[config.mk]
export PLATFORM = sky130hd
export DESIGN_NAME = cache_mem_arb
export DESIGN_NICKNAME = d
export VERILOG_FILES = /design/src/rtl/cache_mem_if_pkg.sv /design/src/rtl/cache_mem_arb.sv
export SDC_FILE = /design/constraint.sdc
export NUM_CORES = 1
export LEC_CHECK = 0
export BUFFER_PORTS_ARGS = -buffer_cell sky130_fd_sc_hd__buf_2
export CAP_MARGIN = 0
export CORE_AREA = 2 2 323 325
export DETAILED_ROUTE_END_ITERATION = 7
export DIE_AREA = 0 0 325 327
export SLEW_MARGIN = 20
export SYNTH_ARGS = -nofsm -noshare
export SYNTH_HDL_FRONTEND = slang
export SYNTH_SLANG_ARGS = --single-unit
[constraint.sdc]
create_clock -name clk -period 2.7 [get_ports clk]
set_input_delay 0.135 -clock clk [delete_from_list [all_inputs] [get_ports clk]]
set_output_delay 0.135 -clock clk [all_outputs]
set_load 0.01 [all_outputs]
[src/rtl/cache_mem_if_pkg.sv]
// Channel payload types of the cache_mem_if memory port, shared by the
// arbiter and everything that connects to it.
package cache_mem_if_pkg;

    localparam int CACHE_MEM_ID_W = 8;

    typedef struct packed {
        logic [CACHE_MEM_ID_W-1:0] id;
        logic [31:0]               addr;
        logic [7:0]                len;
        logic [2:0]                size;
        logic [1:0]                burst;
    } cache_mem_if_aw_t;

    typedef struct packed {
        logic [CACHE_MEM_ID_W-1:0] id;
        logic [31:0]               addr;
        logic [7:0]                len;
        logic [2:0]                size;
        logic [1:0]                burst;
    } cache_mem_if_ar_t;

    typedef struct packed {
        logic [63:0] data;
        logic [7:0]  strb;
        logic        last;
    } cache_mem_if_w_t;

    typedef struct packed {
        logic [CACHE_MEM_ID_W-1:0] id;
        logic [63:0]               data;
        logic [1:0]                resp;
        logic                      last;
    } cache_mem_if_r_t;

    typedef struct packed {
        logic [CACHE_MEM_ID_W-1:0] id;
        logic [1:0]                resp;
    } cache_mem_if_b_t;

endpackage

[src/rtl/cache_mem_arb.sv]
// N_REQ-to-1 cache_mem_if arbiter: round-robin AR/AW, W steered in AW order,
// R/B routed by a source tag in the upper ID bits. Optional: CACHE_MEM_ARB_PERF_EN.
module cache_mem_arb
    import cache_mem_if_pkg::*;
#(
    parameter int N_REQ        = 2,
    parameter int SRC_W        = (N_REQ > 1) ? $clog2(N_REQ) : 1,
    parameter int ID_W         = CACHE_MEM_ID_W,
    parameter int W_FIFO_DEPTH = 8
) (
    input  logic                         clk,
    input  logic                         rst,

    input  logic [N_REQ-1:0]             s_awvalid,
    output logic [N_REQ-1:0]             s_awready,
    input  cache_mem_if_aw_t [N_REQ-1:0] s_aw,
    input  logic [N_REQ-1:0]             s_wvalid,
    output logic [N_REQ-1:0]             s_wready,
    input  cache_mem_if_w_t [N_REQ-1:0]  s_w,
    input  logic [N_REQ-1:0]             s_arvalid,
    output logic [N_REQ-1:0]             s_arready,
    input  cache_mem_if_ar_t [N_REQ-1:0] s_ar,
    output logic [N_REQ-1:0]             s_rvalid,
    input  logic [N_REQ-1:0]             s_rready,
    output cache_mem_if_r_t [N_REQ-1:0]  s_r,
    output logic [N_REQ-1:0]             s_bvalid,
    input  logic [N_REQ-1:0]             s_bready,
    output cache_mem_if_b_t [N_REQ-1:0]  s_b,

    output logic                         m_awvalid,
    input  logic                         m_awready,
    output cache_mem_if_aw_t             m_aw,
    output logic                         m_wvalid,
    input  logic                         m_wready,
    output cache_mem_if_w_t              m_w,
    output logic                         m_arvalid,
    input  logic                         m_arready,
    output cache_mem_if_ar_t             m_ar,
    input  logic                         m_rvalid,
    output logic                         m_rready,
    input  cache_mem_if_r_t              m_r,
    input  logic                         m_bvalid,
    output logic                         m_bready,
    input  cache_mem_if_b_t              m_b,

    output logic                         err_bad_src
`ifdef CACHE_MEM_ARB_PERF_EN
    ,
    output logic [N_REQ-1:0][31:0]       perf_ar_cnt,
    output logic [N_REQ-1:0][31:0]       perf_aw_cnt
`endif
);

    localparam int FA_W = $clog2(W_FIFO_DEPTH);
    localparam logic [SRC_W-1:0] LAST_SRC = SRC_W'(N_REQ - 1);
    localparam logic [FA_W:0] FIFO_FULL_CNT = (FA_W + 1)'(W_FIFO_DEPTH);

    // Returns {found, index}: first requester at or above ptr, else the lowest one.
    function automatic logic [SRC_W:0] rr_pick(input logic [N_REQ-1:0] req,
                                               input logic [SRC_W-1:0] ptr);
        logic [SRC_W-1:0] hi;
        logic [SRC_W-1:0] lo;
        logic             found_hi;
        logic             found_lo;
        hi       = '0;
        lo       = '0;
        found_hi = 1'b0;
        found_lo = 1'b0;
        for (int i = N_REQ - 1; i >= 0; i--) begin
            if (req[i]) begin
                lo       = SRC_W'(i);
                found_lo = 1'b1;
                if (SRC_W'(i) >= ptr) begin
                    hi       = SRC_W'(i);
                    found_hi = 1'b1;
                end
            end
        end
        return found_hi ? {1'b1, hi} : {found_lo, lo};
    endfunction

    function automatic logic [ID_W-1:0] tag_id(input logic [SRC_W-1:0] src,
                                               input logic [ID_W-1:0]  id);
        return {src, id[ID_W-SRC_W-1:0]};
    endfunction

    function automatic logic [ID_W-1:0] untag_id(input logic [ID_W-1:0] id);
        return {{SRC_W{1'b0}}, id[ID_W-SRC_W-1:0]};
    endfunction

    // ---------------- AR channel ----------------
    logic [SRC_W-1:0] ar_ptr, ar_lock_src, ar_pick, ar_gnt;
    logic             ar_locked, ar_found, ar_valid, ar_hs;
    cache_mem_if_ar_t ar_sel;

    always_comb begin
        {ar_found, ar_pick} = rr_pick(s_arvalid, ar_ptr);
        ar_gnt    = ar_locked ? ar_lock_src : ar_pick;
        ar_valid  = 1'b0;
        ar_sel    = '0;
        s_arready = '0;
        for (int i = 0; i < N_REQ; i++) begin
            if (ar_gnt == SRC_W'(i)) begin
                ar_valid     = s_arvalid[i] & ~rst;
                ar_sel       = s_ar[i];
                s_arready[i] = m_arready & s_arvalid[i] & ~rst;
            end
        end
        m_arvalid = ar_valid;
        m_ar      = ar_sel;
        m_ar.id   = tag_id(ar_gnt, ar_sel.id);
        ar_hs     = ar_valid & m_arready;
    end

    // A stalled grant is frozen so the downstream payload cannot change mid-handshake.
    always_ff @(posedge clk) begin
        if (rst) begin
            ar_ptr      <= '0;
            ar_locked   <= 1'b0;
            ar_lock_src <= '0;
        end else if (ar_hs) begin
            ar_ptr    <= (ar_gnt == LAST_SRC) ? '0 : ar_gnt + 1'b1;
            ar_locked <= 1'b0;
        end else if (ar_valid) begin
            ar_locked   <= 1'b1;
            ar_lock_src <= ar_gnt;
        end
    end

    // ---------------- AW channel + W order FIFO ----------------
    logic [SRC_W-1:0] aw_ptr, aw_lock_src, aw_pick, aw_gnt;
    logic             aw_locked, aw_found, aw_valid, aw_hs;
    cache_mem_if_aw_t aw_sel;

    logic [SRC_W-1:0] fifo_mem [W_FIFO_DEPTH];
    logic [FA_W-1:0]  fifo_wp, fifo_rp;
    logic [FA_W:0]    fifo_cnt;
    logic             fifo_full, fifo_empty, fifo_push, fifo_pop;
    logic [SRC_W-1:0] w_head;
    logic             w_hs;

    assign fifo_full  = (fifo_cnt == FIFO_FULL_CNT);
    assign fifo_empty = (fifo_cnt == '0);
    assign w_head     = fifo_mem[fifo_rp];

    always_comb begin
        {aw_found, aw_pick} = rr_pick(s_awvalid, aw_ptr);
        aw_gnt    = aw_locked ? aw_lock_src : aw_pick;
        aw_valid  = 1'b0;
        aw_sel    = '0;
        s_awready = '0;
        for (int i = 0; i < N_REQ; i++) begin
            if (aw_gnt == SRC_W'(i)) begin
                aw_valid     = s_awvalid[i] & ~fifo_full & ~rst;
                aw_sel       = s_aw[i];
                s_awready[i] = m_awready & s_awvalid[i] & ~fifo_full & ~rst;
            end
        end
        m_awvalid = aw_valid;
        m_aw      = aw_sel;
        m_aw.id   = tag_id(aw_gnt, aw_sel.id);
        aw_hs     = aw_valid & m_awready;
        fifo_push = aw_hs;
    end

    always_ff @(posedge clk) begin
        if (rst) begin
            aw_ptr      <= '0;
            aw_locked   <= 1'b0;
            aw_lock_src <= '0;
        end else if (aw_hs) begin
            aw_ptr    <= (aw_gnt == LAST_SRC) ? '0 : aw_gnt + 1'b1;
            aw_locked <= 1'b0;
        end else if (aw_valid) begin
            aw_locked   <= 1'b1;
            aw_lock_src <= aw_gnt;
        end
    end

    // W only follows an entry already in the FIFO, so the first beat trails its AW by a cycle.
    always_comb begin
        m_wvalid = 1'b0;
        m_w      = '0;
        s_wready = '0;
        if (!fifo_empty && !rst) begin
            for (int i = 0; i < N_REQ; i++) begin
                if (w_head == SRC_W'(i)) begin
                    m_wvalid    = s_wvalid[i];
                    m_w         = s_w[i];
                    s_wready[i] = m_wready;
                end
            end
        end
        w_hs     = m_wvalid & m_wready;
        fifo_pop = w_hs & m_w.last;
    end

    always_ff @(posedge clk) begin
        if (fifo_push) begin
            fifo_mem[fifo_wp] <= aw_gnt;
        end
    end

    always_ff @(posedge clk) begin
        if (rst) begin
            fifo_wp  <= '0;
            fifo_rp  <= '0;
            fifo_cnt <= '0;
        end else begin
            if (fifo_push) fifo_wp <= fifo_wp + 1'b1;
            if (fifo_pop)  fifo_rp <= fifo_rp + 1'b1;
            case ({fifo_push, fifo_pop})
                2'b10:   fifo_cnt <= fifo_cnt + 1'b1;
                2'b01:   fifo_cnt <= fifo_cnt - 1'b1;
                default: fifo_cnt <= fifo_cnt;
            endcase
        end
    end

    // ---------------- R / B routing ----------------
    logic [SRC_W-1:0] r_src, b_src;
    logic             r_bad, b_bad;

    assign r_src = m_r.id[ID_W-1 -: SRC_W];
    assign b_src = m_b.id[ID_W-1 -: SRC_W];

    // A tag matching no requester is sunk so the downstream cannot wedge.
    always_comb begin
        s_rvalid = '0;
        m_rready = 1'b0;
        r_bad    = 1'b1;
        for (int i = 0; i < N_REQ; i++) begin
            s_r[i]    = m_r;
            s_r[i].id = untag_id(m_r.id);
            if (r_src == SRC_W'(i)) begin
                r_bad       = 1'b0;
                s_rvalid[i] = m_rvalid & ~rst;
                m_rready    = s_rready[i] & ~rst;
            end
        end
        if (r_bad) m_rready = ~rst;
    end

    always_comb begin
        s_bvalid = '0;
        m_bready = 1'b0;
        b_bad    = 1'b1;
        for (int i = 0; i < N_REQ; i++) begin
            s_b[i]    = m_b;
            s_b[i].id = untag_id(m_b.id);
            if (b_src == SRC_W'(i)) begin
                b_bad       = 1'b0;
                s_bvalid[i] = m_bvalid & ~rst;
                m_bready    = s_bready[i] & ~rst;
            end
        end
        if (b_bad) m_bready = ~rst;
    end

    always_ff @(posedge clk) begin
        if (rst) begin
            err_bad_src <= 1'b0;
        end else if ((m_rvalid && r_bad) || (m_bvalid && b_bad)) begin
            err_bad_src <= 1'b1;
        end
    end

`ifdef CACHE_MEM_ARB_PERF_EN
    always_ff @(posedge clk) begin
        for (int i = 0; i < N_REQ; i++) begin
            if (rst) begin
                perf_ar_cnt[i] <= '0;
                perf_aw_cnt[i] <= '0;
            end else begin
                if (ar_hs && ar_gnt == SRC_W'(i) && perf_ar_cnt[i] != 32'hFFFF_FFFF)
                    perf_ar_cnt[i] <= perf_ar_cnt[i] + 32'd1;
                if (aw_hs && aw_gnt == SRC_W'(i) && perf_aw_cnt[i] != 32'hFFFF_FFFF)
                    perf_aw_cnt[i] <= perf_aw_cnt[i] + 32'd1;
            end
        end
    end
`endif

endmodule

==> reports/qor.txt <==
status: finished, final reports clean
Post-Syn Area: 5080 µm²
largest net degree at the start of global routing: 76
Cell Rows: 118
Nets: 1543
Switching Fraction: 40.6%
CP endpoint kind: flop
DR WL/cell: 18.9 µm
Initial Utilization: 4.94%
multi-input logic area: 3070 µm²
final core occ: 8.45%
EDFF count, synth: 8
final hold viol count: 0
worst-path maximum fanout: 2
worst r2r src: fifo_mem[5]
worst r2r path cells: 11
Detail Route Antenna Nets: 0
crit path DAT: 2.90 ns
predominant post-synthesis flop cell: dfxtp_1
placed wire-length estimate: 41.9 mm
ys async rst share: 0%
Achievable Freq: 0.372 GHz
CORE AREA: 103000 µm²
worst-skew pair later-pin latency: 0.27 ns
fill cell total of the finished layout: 12136
sequential power share: 21.4%
Leak: 0.00399 µW
dominant cell by count in the synthesized netlist: buf_4
Post-CTS Hold Fix Bufs: 0
share of post-route cells with drive strength above 1: 67.2%
min-delay worst type: primary input to flop
Synth cell types: 45
kind of critical path: flop to flop
drt first pass iters: 4
Reg clk slew, reported paths: 0.07 ns
buffers added on ports: 566
final setup fails: 0
synth-to-layout area growth: 71.1%
Clock Skews: 0.00296 ns
Synth warnings: 0
P_sw: 846 µW
Startpoint Class: flop
fin crit period: 2.69 ns
Max-Cap Viols: 0
power per cell area: 239 nW/µm²
synth top area cells: buf_4, mux2_2, nand2_1, a21oi_1, dfxtp_1
CTS tree: done
commonest cells in the netlist: buf_4, nand2_1, mux2_2
grt ovf: 0
initial antenna violation count: 59
Root Buffer: clkbuf_16
biggest area consumer among synthesized cells: buf_4
die area: 106000 µm²
CTS max path bufs: 2
CTS sink cnt: 27
Placer Congestion: 0.920
Total Wirelength: 46.5 mm
number of global-route vias before repair: 6353
die height: 327 µm
Hold Worst Slack: 0.156 ns
Clk pwr share: 17.6%
Hold Crit Depth: 3
CP required: 2.91 ns
Max VDD drop: 0.213 mV
cell count after synthesis: 690
FF+latch area: 622 µm²
DRT iter0 DRCs: 199
cts bufs inserted: 3
GRT Total Usage: 8.11%
hold path start: m_awready
detailed-route via count: 6555
mean number of vias per cell: 2.66
syn_area_per_cell: 7.37 µm²
combinational power share: 60.9%
register area share after synthesis: 12.2%
Final Cycle Share: 99.5%
post-synth top area share: 25.7%
RSZ-0062 raised after global routing: true
IO Count: 825
Final Slew Violations: 0
Yosys reg bits: 27
first-pass GRT wire length: 57.4 mm
CP startpoint: fifo_mem[5]
DRC Markers: 0
die width: 325 µm
H-tree levels: 1
internal power: 1240 µW
[final cells by class]
cell class / instances / share of cell area [%]
repair buffers: 591 / 36.1
clock inverters: 1 / 0.101
inverters: 8 / 0.345
multi-input cells: 447 / 35.3
diodes: 9 / 0.259
clock buffers: 3 / 0.863
well taps: 1380 / 19.9
flip-flops and latches: 27 / 7.15
[timing repair]
item	CTS	global route
setup buffers	1	0
pin swaps	1	1
setup endpoints to repair	38	8
cloned	0	2
gates resized for setup	14	6
[per-layer routing]
metal | GRT usage (%) | up-vias | part of all wire (%)
li1 | - | 2932 | -
met1 | 8.37 | 2820 | 36
met2 | 14.2 | 637 | 47
met3 | 4.39 | 154 | 13
met4 | 2.15 | 12 | 4.1
met5 | 0.399 | - | 0.25
[cells by family (layout without fill, tap and decap cells)]
| family | Yosys count | in the layout | synth area share [%] |
|---|---|---|---|
| buf+inv | 220 | 603 | 29.8 |
| simple gates | 218 | 218 | 18.7 |
| mux | 120 | 120 | 27.1 |
| compound gates | 96 | 96 | 10.4 |
| flops | 27 | 27 | 12.2 |
| fa+ha+maj | 5 | 5 | 1.23 |
| xor+xnor | 3 | 3 | 0.517 |
| other cells | 1 | 14 | 0.0738 |
[power by group through the flow]
stage	sequential [µW]	clock [µW]	combinational, µW
3_5_place_dp	455	0	1270
5_1_grt	449	398	1390
2_1_floorplan	451	0	825
6_report	446	367	1270
3_3_place_gp	455	0	1260
4_1_cts	446	383	1280
[through the flow]
step	instances	worst slack, ns	TNS (ns)	cell area [µm²]	total power (µW)
after global routing	2464	-0.143	-0.314	8690	2240
after floorplan	694	0.00966	0	5110	1280
final	2466	0.0125	0	8700	2080
after CTS	2455	-0.0357	-0.0734	8580	2110
after global placement	2450	-0.433	-1.44	8440	1710
after detailed placement	2450	-0.511	-1.53	8440	1720
[placed cells by master, fill, tap and decap left out, drive strengths merged, types with 5 or more instances in the layout]
master / instances
a21oi: 82
and3: 7
buf: 589
clkbuf: 5
conb: 5
dfxtp: 19
diode: 9
edfxtp: 8
ha: 5
inv: 9
mux2: 107
mux2i: 11
nand2: 158
nor2: 13
nor3: 7
nor3b: 5
[critical path, cell delays in order (launching register included)]
cell	delay, ns
edfxtp_1	0.38
mux4_2	0.52
mux2i_4	0.21
mux2i_4	0.28
inv_2	0.06
ha_2	0.18
xor2_1	0.14
ha_2	0.18
a21oi_2	0.13
xor2_1	0.10
or3_1	0.34
a21oi_2	0.12
[path summary, 6_finish.rpt]
kind	endpoint	slack (ns)
setup / recovery	fifo_cnt[2]	0.01
hold / removal	aw_lock_src	0.16
setup reg to reg	fifo_cnt[2]	0.01
hold reg to reg	flop	0.48
Note: power is estimated with default switching activity, not from simulation.
